**src/rtl/cp0_pkg.sv**
```systemverilog
// Shared CP0 definitions: register numbers, SR/Cause field positions and exception codes.
package cp0_pkg;

  localparam logic [4:0] CP0_SR    = 5'd12;
  localparam logic [4:0] CP0_CAUSE = 5'd13;
  localparam logic [4:0] CP0_EPC   = 5'd14;
  localparam logic [4:0] CP0_PRID  = 5'd15;

  localparam int unsigned SR_IE       = 0;
  localparam int unsigned SR_EXL      = 1;
  localparam int unsigned SR_IM_LO    = 10;
  localparam int unsigned SR_IM_HI    = 15;
  localparam logic [31:0] SR_WMASK    = 32'h0000_FC03;

  localparam int unsigned CAUSE_EXC_LO = 2;
  localparam int unsigned CAUSE_EXC_HI = 6;
  localparam int unsigned CAUSE_IP_LO  = 10;
  localparam int unsigned CAUSE_IP_HI  = 15;
  localparam int unsigned CAUSE_BD     = 31;

  typedef enum logic [4:0] {
    EXC_INT     = 5'd0,
    EXC_ADEL    = 5'd4,
    EXC_ADES    = 5'd5,
    EXC_SYSCALL = 5'd8,
    EXC_RI      = 5'd10,
    EXC_OV      = 5'd12
  } exc_code_e;

  localparam logic [31:0] EXC_VECTOR_DEFAULT = 32'h0000_4180;
  localparam logic [31:0] PRID_DEFAULT       = 32'h4C5A_5142;

endpackage

```
**src/rtl/cp0_ctrl.sv**
```systemverilog
// Coprocessor-0 exception controller at the M stage: SR/Cause/EPC/PRId, request
// generation for the D-stage PC mux, eret handling and mtc0/mfc0 access.
module cp0_ctrl
  import cp0_pkg::*;
#(
  parameter logic [31:0] EXC_VECTOR = EXC_VECTOR_DEFAULT,
  parameter logic [31:0] PRID_VALUE = PRID_DEFAULT
) (
  input  logic        clk,
  input  logic        reset_n,
  input  logic [31:0] pc_m,
  input  logic        bd_m,
  input  logic [4:0]  exc_code_m,
  input  logic [5:0]  hw_int,
  input  logic        eret_m,
  input  logic        we,
  input  logic [4:0]  addr,
  input  logic [31:0] wdata,
  output logic [31:0] rdata,
  output logic        req,
  output logic [31:0] epc,
  output logic        exl
);

  // The handler vector feeds the PC mux directly, so it must be word aligned.
  if (EXC_VECTOR[1:0] != 2'b00) begin : g_vec_check
    $error("cp0_ctrl: EXC_VECTOR must be word aligned");
  end

  logic [31:0] sr_q, sr_d;
  logic [31:0] cause_q, cause_d;
  logic [31:0] epc_q, epc_d;
  logic        int_req, exc_req;
  logic [31:0] victim_pc;

  assign int_req = (|(hw_int & sr_q[SR_IM_HI:SR_IM_LO])) & sr_q[SR_IE] & ~sr_q[SR_EXL];
  assign exc_req = (exc_code_m != 5'd0) & ~sr_q[SR_EXL];
  assign req     = int_req | exc_req;

  assign victim_pc = bd_m ? (pc_m - 32'd4) : pc_m;

  always_comb begin
    sr_d    = sr_q;
    cause_d = cause_q;
    epc_d   = epc_q;
    cause_d[CAUSE_IP_HI:CAUSE_IP_LO] = hw_int;
    if (req) begin
      sr_d[SR_EXL]      = 1'b1;
      cause_d[CAUSE_BD] = bd_m;
      cause_d[CAUSE_EXC_HI:CAUSE_EXC_LO] = int_req ? EXC_INT : exc_code_m;
      epc_d = {victim_pc[31:2], 2'b00};
    end else begin
      if (eret_m) begin
        sr_d[SR_EXL] = 1'b0;
      end
      if (we) begin
        case (addr)
          CP0_SR:  sr_d  = wdata & SR_WMASK;
          CP0_EPC: epc_d = {wdata[31:2], 2'b00};
          default: ;
        endcase
      end
    end
  end

  always_ff @(posedge clk or negedge reset_n) begin
    if (!reset_n) begin
      sr_q    <= '0;
      cause_q <= '0;
      epc_q   <= '0;
    end else begin
      sr_q    <= sr_d;
      cause_q <= cause_d;
      epc_q   <= epc_d;
    end
  end

  always_comb begin
    rdata = '0;
    case (addr)
      CP0_SR:    rdata = sr_q;
      CP0_CAUSE: rdata = cause_q;
      CP0_EPC:   rdata = epc_q;
      CP0_PRID:  rdata = PRID_VALUE;
      default:   rdata = '0;
    endcase
  end

  assign epc = epc_q;
  assign exl = sr_q[SR_EXL];

endmodule

```
**config.mk**
```make
export PLATFORM = sky130hd
export DESIGN_NAME = cp0_ctrl
export DESIGN_NICKNAME = d
export VERILOG_FILES = /design/src/rtl/cp0_pkg.sv /design/src/rtl/cp0_ctrl.sv
export SDC_FILE = /design/constraint.sdc
export NUM_CORES = 1
export LEC_CHECK = 0
export CORE_ASPECT_RATIO = 1.1
export CORE_MARGIN = 8
export CORE_UTILIZATION = 46
export DETAILED_ROUTE_END_ITERATION = 8
export PLACE_DENSITY = 0.86
export SYNTH_ARGS = -nofsm -noshare
export SYNTH_HDL_FRONTEND = slang
export SYNTH_SLANG_ARGS = --single-unit
```
**constraint.sdc**
```tcl
create_clock -name clk -period 5.35 [get_ports clk]
set_input_delay 1.3375 -clock clk [delete_from_list [all_inputs] [get_ports clk]]
set_output_delay 1.3375 -clock clk [all_outputs]
set_load 0.01 [all_outputs]
```
# Word level (Yosys, flattened, before mapping)
# Cells that the tools add are included.
# op_classes
bitwise_logic	7
eq_ne	4
n_mux	10
reduce_logical	6
n_addsub	1
# ops
cell	n
two-way mux 32 bit	4
case mux 32 bit (4 select lines)	1
subtractor 32 x 3 -> 32 bit, second input constant	1
== test 5 x 4 -> 1 bit, second input constant	4
AND 6 bit	1
OR reduction 6 bit	1
two-way mux 5 bit	1
nonzero test 5 bit	1
two-way mux 2 bit	2
nonzero test 2 bit	2
AND 1 bit	3
AND reduction 3 bit	1
two-way mux 1 bit	2
inverter 1 bit	2
AND reduction 2 bit	1
bitwise OR 1 bit	1
# word_totals
ff_bits	52
word_cells	33

# Longest topological paths before layout
# Gate-level depths: netlist of run 1.
# logic_depth
word_depth	7
ltp_mapped	8
ltp_nobuf	6

# Worst setup path after synthesis of run 1
# Ideal clock, no wire load.
# synth_path
path_type	input to output
from	input hw_int[1]
to	output req
t_arrival_ns	2.440
setup_slack_ns	1.573
stages	5
required_ns	4.013
cell_sequence	a22oi_1 a311oi_2 nor2_1 clkinv_1 buf_2
# synth_via
elab_chain_cells	5
# synth_rtl
element	line	text
from (decl)	cp0_ctrl.sv:14	input logic [5:0] hw_int,
AND 6 bit	cp0_ctrl.sv:36	assign int_req = (|(hw_int & sr_q[SR_IM_HI:SR_IM_LO])) & sr_q[SR_IE] & ~sr_q[SR_EXL];
OR reduction 6 bit	cp0_ctrl.sv:36	
AND 1 bit (2 in series)	cp0_ctrl.sv:36	
bitwise OR 1 bit	cp0_ctrl.sv:38	assign req = int_req | exc_req;
to (decl)	cp0_ctrl.sv:20	output logic req,
# Every way passes these cells.

# Worst setup path in the final report of run 1
# layout_path
from	input addr[2]
to	output rdata[22]
# layout_via
elab_chain_cells	2
elab_cells_between_ends	5
cone_classes	eq/ne: 4; mux: 1
# layout_rtl
element	line	text
from (decl)	cp0_ctrl.sv:17	input logic [4:0] addr,
== test 5 x 4 -> 1 bit	cp0_ctrl.sv:80	case (addr)
case mux 32 bit (4 select lines) *	cp0_ctrl.sv:80	
to (decl)	cp0_ctrl.sv:19	output logic [31:0] rdata,
# Every way passes the cells marked *; elsewhere a longest branch is shown, timed or not.

==> results.md, run 1 <==
* Clock Pin Slew Worst Setup and Hold Paths at 0.10 ns
* Clk sinks at 50
* Vias per cell at 6.07
* Synth top area share at 36.1%
* DRT Wirelength at 12.1 mm
* Count leader, synth: dfrtp_1
* Die ar. at 10600 sq um
* IO Count at 151
* Die H at 107 microns
* Fillers at 568
* Hold buffers post-CTS at 0
* Worst vdd ir at 0.000174 V
* Vias in the first global route at 3535
* Die X at 98.8 microns
* Most frequent cells after synthesis: dfrtp_1, nor2_1, mux2i_1
* Core area at 7390 sq um
* Startpoint Class: input port
* FF-to-FF path depth at 5
* Layout area overhead at 46.7%
* Number of buffer cells added on primary ports at 146
* Max Fclk at 0.209 GHz
* Fin crit share at 89.4%
* Crit path capture type: output pin
* Worst hold-check path type: reg -> reg
* Mapped Cells at 374
* Outcome: completed
* First-pass GRT wire length at 18.9 mm
* Pwr dens at 362 nW/um^2
* Largest net degree at the start of global routing at 51
* Initial antenna violation count at 0
* Hold depth at 1
* Worst Skew at 0.0159 ns
* Cell variety after synth at 54
* Req. time, crit path at 4.01 ns
* # DRC at 0
* Initial DRC count at 250
* Predominant post-synthesis flop cell: dfrtp_1
* Routed WL per cell at 20.2 microns
* Worst-skew pair later-pin latency at 0.31 ns
* Pre-CTS WS at 0.553 ns
* Synth Cell Area at 3470 sq um
* Unrepaired setup endpoints after global routing: no
* Total CTS buffers at 5
* Syn Area/Cell at 9.27 sq um
* Initial DRT Pass Iterations at 4
* Post-layout min period at 4.78 ns
* CP max FO at 12
* Via count at 3635
* Max Cap Viol at 0
* Root Buffer: clkbuf_8
* Final Setup Violations at 0
* Post-CTS Setup Inserts at 0
* Static leakage at 2.03 nW
* Post-place instance area at 4980 sq um
* Finished Layout Cells at 599
* Total power at 1.84 mW
* GRT overflow at 0
* Seq/Total Area, Yosys at 36.1%
* Crit Path Category: in -> out
* Final Hold Viols at 0
* Hold WS at 0.483 ns
* Tot GR Track Use at 22.2%
* Final non-filler cell area at 5090 sq um
* Final Util at 68.9%
* CP arrival at 3.44 ns
* Ant. Diodes at 0
* Layout cell share with drive strength beyond 1 at 8.79%
* Total negative setup slack at 0 ns
* Asr flop ratio synth at 100%
* Post-layout nets at 597
* Fin worst setup slack at 0.568 ns
* Post-CTS sizing at 0
* H-tree levels at 2
* Detailed placement HPWL at 9.68 mm
* Rel. slew slack at 42.1%
* Row Count at 33
* Post-route ant nets at 0
* GPL Wtd Cong at 0.868
* Post-placement cell count at 591
* CTS tree: built
* Max clock buf depth at 2
* Max Transition Viols Final at 0
* Synth warn at 0
* Worst-Margin Slew at 0.869 ns
* Starting Density at 46.9%
* Flops & latches, synth at 50
* Post-synth EDFFs at 0
* Synth area leaders: dfrtp_1, mux2i_1, and3_1
* Area leader, netlist: dfrtp_1
cell type report:
cell class | count | area (sq um) | share of cell area [%]
clock buffer | 6 | 72.6 | 1.43
clock inverter | 2 | 37.5 | 0.738
inverter | 4 | 15.0 | 0.295
multi-input combinational | 292 | 2060 | 40.4
sequential | 50 | 1250 | 24.6
tap | 87 | 109 | 2.14
timing repair buffer | 158 | 1550 | 30.4
routing by layer:
layer,part of all wire [%],track usage (%),up-vias
met3,6.8,4.67,16
met4,2.1,7.14,0
met2,50,38.0,139
met5,0,0,-
met1,41,27.2,1793
li1,-,-,1687
power by group:
group	switching [mW]	internal, mW	leakage, nW
combinational	0.411	0.488	1.39
clock	0.127	0.140	0.0514
sequential	0.139	0.536	0.586
cell families (layout without fill, tap and decap cells):
family / after synthesis / after routing / share of synthesized area (%)
muxes: 42 / 42 / 12.5
adders and majority gates: 1 / 1 / 0.361
xor gates and xnor gates: 13 / 13 / 3.28
AOI/OAI and AO/OA: 75 / 75 / 15.2
buffers and inverters: 33 / 170 / 4.80
and+or+nand+nor: 159 / 159 / 27.7
other: 1 / 2 / 0.108
DFF: 50 / 50 / 36.1
worst max-delay path: stages:
cell and delay, ns:
clkdlybuf4s50_1 0.49, and3b_1 0.45, nand2_1 0.37, nor2_1 0.23
clkdlybuf4s50_1 0.56
cell usage in the layout (no fill, tap or decap), types with 2 or more instances in the layout:
cell,synthesis,layout
buf_4,2,12
nor3b_1,6,6
nand3_1,9,9
clkdlybuf4s50_1,0,145
nand3b_1,2,2
and3b_1,2,2
xnor2_1,3,3
xor2_1,10,10
a21o_1,5,5
a31oi_1,17,17
or4_1,11,11
a22oi_1,8,8
o221a_2,2,2
a21oi_1,7,7
nand4b_1,2,2
or3_1,6,6
nand4_1,5,5
nor3_1,6,6
dfrtp_1,50,50
o21ai_0,6,6
conb_1,1,2
nor2b_1,2,2
mux2_2,10,10
or2_2,2,2
mux2i_1,32,32
inv_1,3,3
nor4_1,17,17
clkbuf_8,1,5
nor2_1,41,40
a21boi_0,16,16
o31ai_1,11,11
and3_1,26,26
nand2_1,10,10
sequential cells by signal, summed over array words and instances (netlist names):
register  count
sr_q          8
epc          30
cause_q      12
worst paths after layout:
path / to / slack, ns / from
worst max-delay path: rdata[22] / 0.57 / addr[2]
worst min-delay path: cause_q[6] / 0.48 / cause_q[6]
worst max register to register: sr_q[11] / 3.23 / sr_q[11]
worst min register to register: cause_q[6] / 0.48 / cause_q[6]
max in group asynchronous: epc[30] / 3.79 / reset_n
min in group asynchronous: epc[17] / 1.13 / reset_n
No activity file was read; power rests on OpenSTA's default activity.
==> inputs of run 2 (changes only) <==
--- a/config.mk
+++ b/config.mk
@@ -8,7 +8,7 @@
 export CORE_ASPECT_RATIO = 1.1
 export CORE_MARGIN = 8
-export CORE_UTILIZATION = 46
+export CORE_UTILIZATION = 43
 export DETAILED_ROUTE_END_ITERATION = 8
-export PLACE_DENSITY = 0.86
+export PLACE_DENSITY = 0.82
 export SYNTH_ARGS = -nofsm -noshare
 export SYNTH_HDL_FRONTEND = slang
==> constraint.sdc (replaced) <==
create_clock -name clk -period 4.57 [get_ports clk]
set_input_delay 1.1425 -clock clk [delete_from_list [all_inputs] [get_ports clk]]
set_output_delay 1.1425 -clock clk [all_outputs]
set_load 0.005 [all_outputs]
==> results.md, run 2 (synthesized netlist as in run 1, its figures left out) <==
* Layout area overhead at 48.1%
* Rel. slew slack at 45.1% (+3.0 points)
* Initial antenna violation count at 0 (unchanged)
* Post-place instance area at 5020 sq um (+0.83%)
* Clk sinks at 50 (unchanged)
* Static leakage at 2.05 nW (+0.89%)
* Worst vdd ir at 0.000180 V (+3.6%)
* Switch share at 35.6% (-1.2 points)
* Max Fclk at 0.239 GHz
* Post-layout nets at 599 (+0.34%)
* Root Buffer: clkbuf_8
* Slowest stage delay, CP at 0.59 ns (+0.03 ns)
* Post-layout min period at 4.19 ns
* Post-CTS Setup Inserts at 0 (unchanged)
* Max clock buf depth at 2 (unchanged)
* Row Count at 34 (+3.0%)
* Reg2reg start: sr_q[12]
* IO Count at 151 (unchanged)
* Number of buffer cells added on primary ports at 146 (unchanged)
* Ant. Diodes at 0 (unchanged)
* CP arrival at 3.05 ns (-0.39 ns)
* Largest net degree at the start of global routing at 51 (unchanged)
* Crit path capture type: output pin
* Via count at 3550 (-2.3%)
* Die H at 110 microns (+2.9%)
* Crit path top cell by count: clkdlybuf4s50_1
* Max Transition Viols Final at 0 (unchanged)
* Worst Skew at 0.00904 ns (-0.00690 ns)
* Hold WS at 0.486 ns (+0.00296 ns)
* Die ar. at 11200 sq um (+5.9%)
* First-pass GRT wire length at 18.7 mm (-1.2%)
* Total CTS buffers at 5 (unchanged)
* Kind of cell adding the most delay to the critical path: buffers and inverters
* Worst-Margin Slew at 0.823 ns (-0.0451 ns)
* Sequential power share at 37.2% (+0.5 points)
* WP buf/inv at 3 (+1)
* Max Cap Viol at 0 (unchanged)
* Most common cell after layout, fill and taps aside: clkdlybuf4s50_1
* Final non-filler cell area at 5140 sq um (+0.93%)
* H-tree levels at 2 (unchanged)
* GRT overflow at 0 (unchanged)
* Int Power at 1.36 mW (+17%)
* Final Setup Violations at 0 (unchanged)
* Final Hold Viols at 0 (unchanged)
* Outcome: completed
* DRT Wirelength at 12.4 mm (+2.4%)
* Die X at 102 microns (+2.9%)
* CTS tree: built
* Worst path cell trace: clkdlybuf4s50_1, buf_4, mux2_2, o221a_2, clkdlybuf4s50_1
* # DRC at 0 (unchanged)
* Crit Path Category: in -> out
* Layout cell share with drive strength beyond 1 at 9.34% (+0.55 points)
* Initial DRC count at 351 (+40%)
* Post-route ant nets at 0 (unchanged)
* Clk pwr share at 15.6% (+1.1 points)
* Unrepaired setup endpoints after global routing: no
* Max reg flops at 30 (unchanged)
* Worst-skew pair later-pin latency at 0.31 ns (about the same)
* Most frequent cells in the layout: clkdlybuf4s50_1, dfrtp_1, nor2_1
* CP max FO at 9 (-3)
* Fin crit share at 91.7%
* Core area at 7870 sq um (+6.5%)
* Comb pwr share at 47.2% (-1.7 points)
* Critical path's slowest cell: clkdlybuf4s50_1
* Total negative setup slack at 0 ns (unchanged)
* Detailed placement HPWL at 9.90 mm (+2.3%)
* Final Util at 65.3% (-3.6 points)
* Psw at 755 uW (+12%)
* Startpoint Class: input port
* Vias in the first global route at 3542 (+0.20%)
* Vias per cell at 5.71 (-5.9%)
* Hold buffers post-CTS at 0 (unchanged)
* Req. time, crit path at 3.43 ns (-0.58 ns)
* Pwr dens at 413 nW/um^2 (+14%)
* Routed WL per cell at 19.9 microns (-1.4%)
* Clock Pin Slew Worst Setup and Hold Paths at 0.10 ns (about the same)
* Hold Startpoint: cause_q[6]
* Worst hold-check path type: reg -> reg
* Post-CTS sizing at 0 (unchanged)
* Crit path from: addr[1]
* GPL Wtd Cong at 0.881 (+1.5%)
* Initial DRT Pass Iterations at 5 (+1)
* Tot GR Track Use at 21.4% (-0.79 points)
* Starting Density at 44.1% (-2.9 points)
[run 2: cell types whose count changed in the layout (fill, tap and decap cells not counted)]
cell and delta:
buf_4 +2, clkinvlp_4 -1, inv_6 +2, clkbuf_1 -1
[run 2: cell type report]
type,instances,area [sq um]
fill,647,2730
multi-input combinational,292,2060
clock buffer,5,68.8
inverter,4,15.0
sequential,50,1250
timing repair buffer,160,1560
tap,108,135
clock inverter,3,47.5
[run 2: per-layer routing]
layer | global-route usage, % | part of all wire [%] | vias to the layer above
met1 | 25.4 | 40 | 1661
met4 | 9.27 | 3.6 | 0
li1 | - | - | 1695
met3 | 4.52 | 7.5 | 28
met2 | 36.7 | 49 | 166
met5 | 0 | 0 | -
[run 2: path summary, 6_finish.rpt]
check                              to  slack [ns]  depth (start not counted)
max in group asynchronous    sr_q[14]        3.21                          2
max reg2reg                  sr_q[15]        2.32                          5
min                        cause_q[6]        0.49                          1
max                         rdata[12]        0.38                          5
min in group asynchronous     epc[20]        0.93                          2
min reg2reg                cause_q[6]        0.49                          1
[run 2: power by group through the flow]
stage / combinational, mW / clock (mW) / sequential, mW
finish: 1.00 / 0.330 / 0.789
global route: 1.07 / 0.352 / 0.811
CTS: 1.01 / 0.334 / 0.786
detailed placement: 1.00 / 0 / 0.796
global placement: 0.978 / 0 / 0.790
floorplan: 0.457 / 0 / 0.752
[run 2: metrics by stage]
stage,worst slack [ns],cells,power [mW]
after floorplan,1.20,375,1.21
after global placement,0.429,614,1.77
after detailed placement,0.398,614,1.80
after CTS,0.382,622,2.13
after global routing,0.340,622,2.23
final,0.377,622,2.12
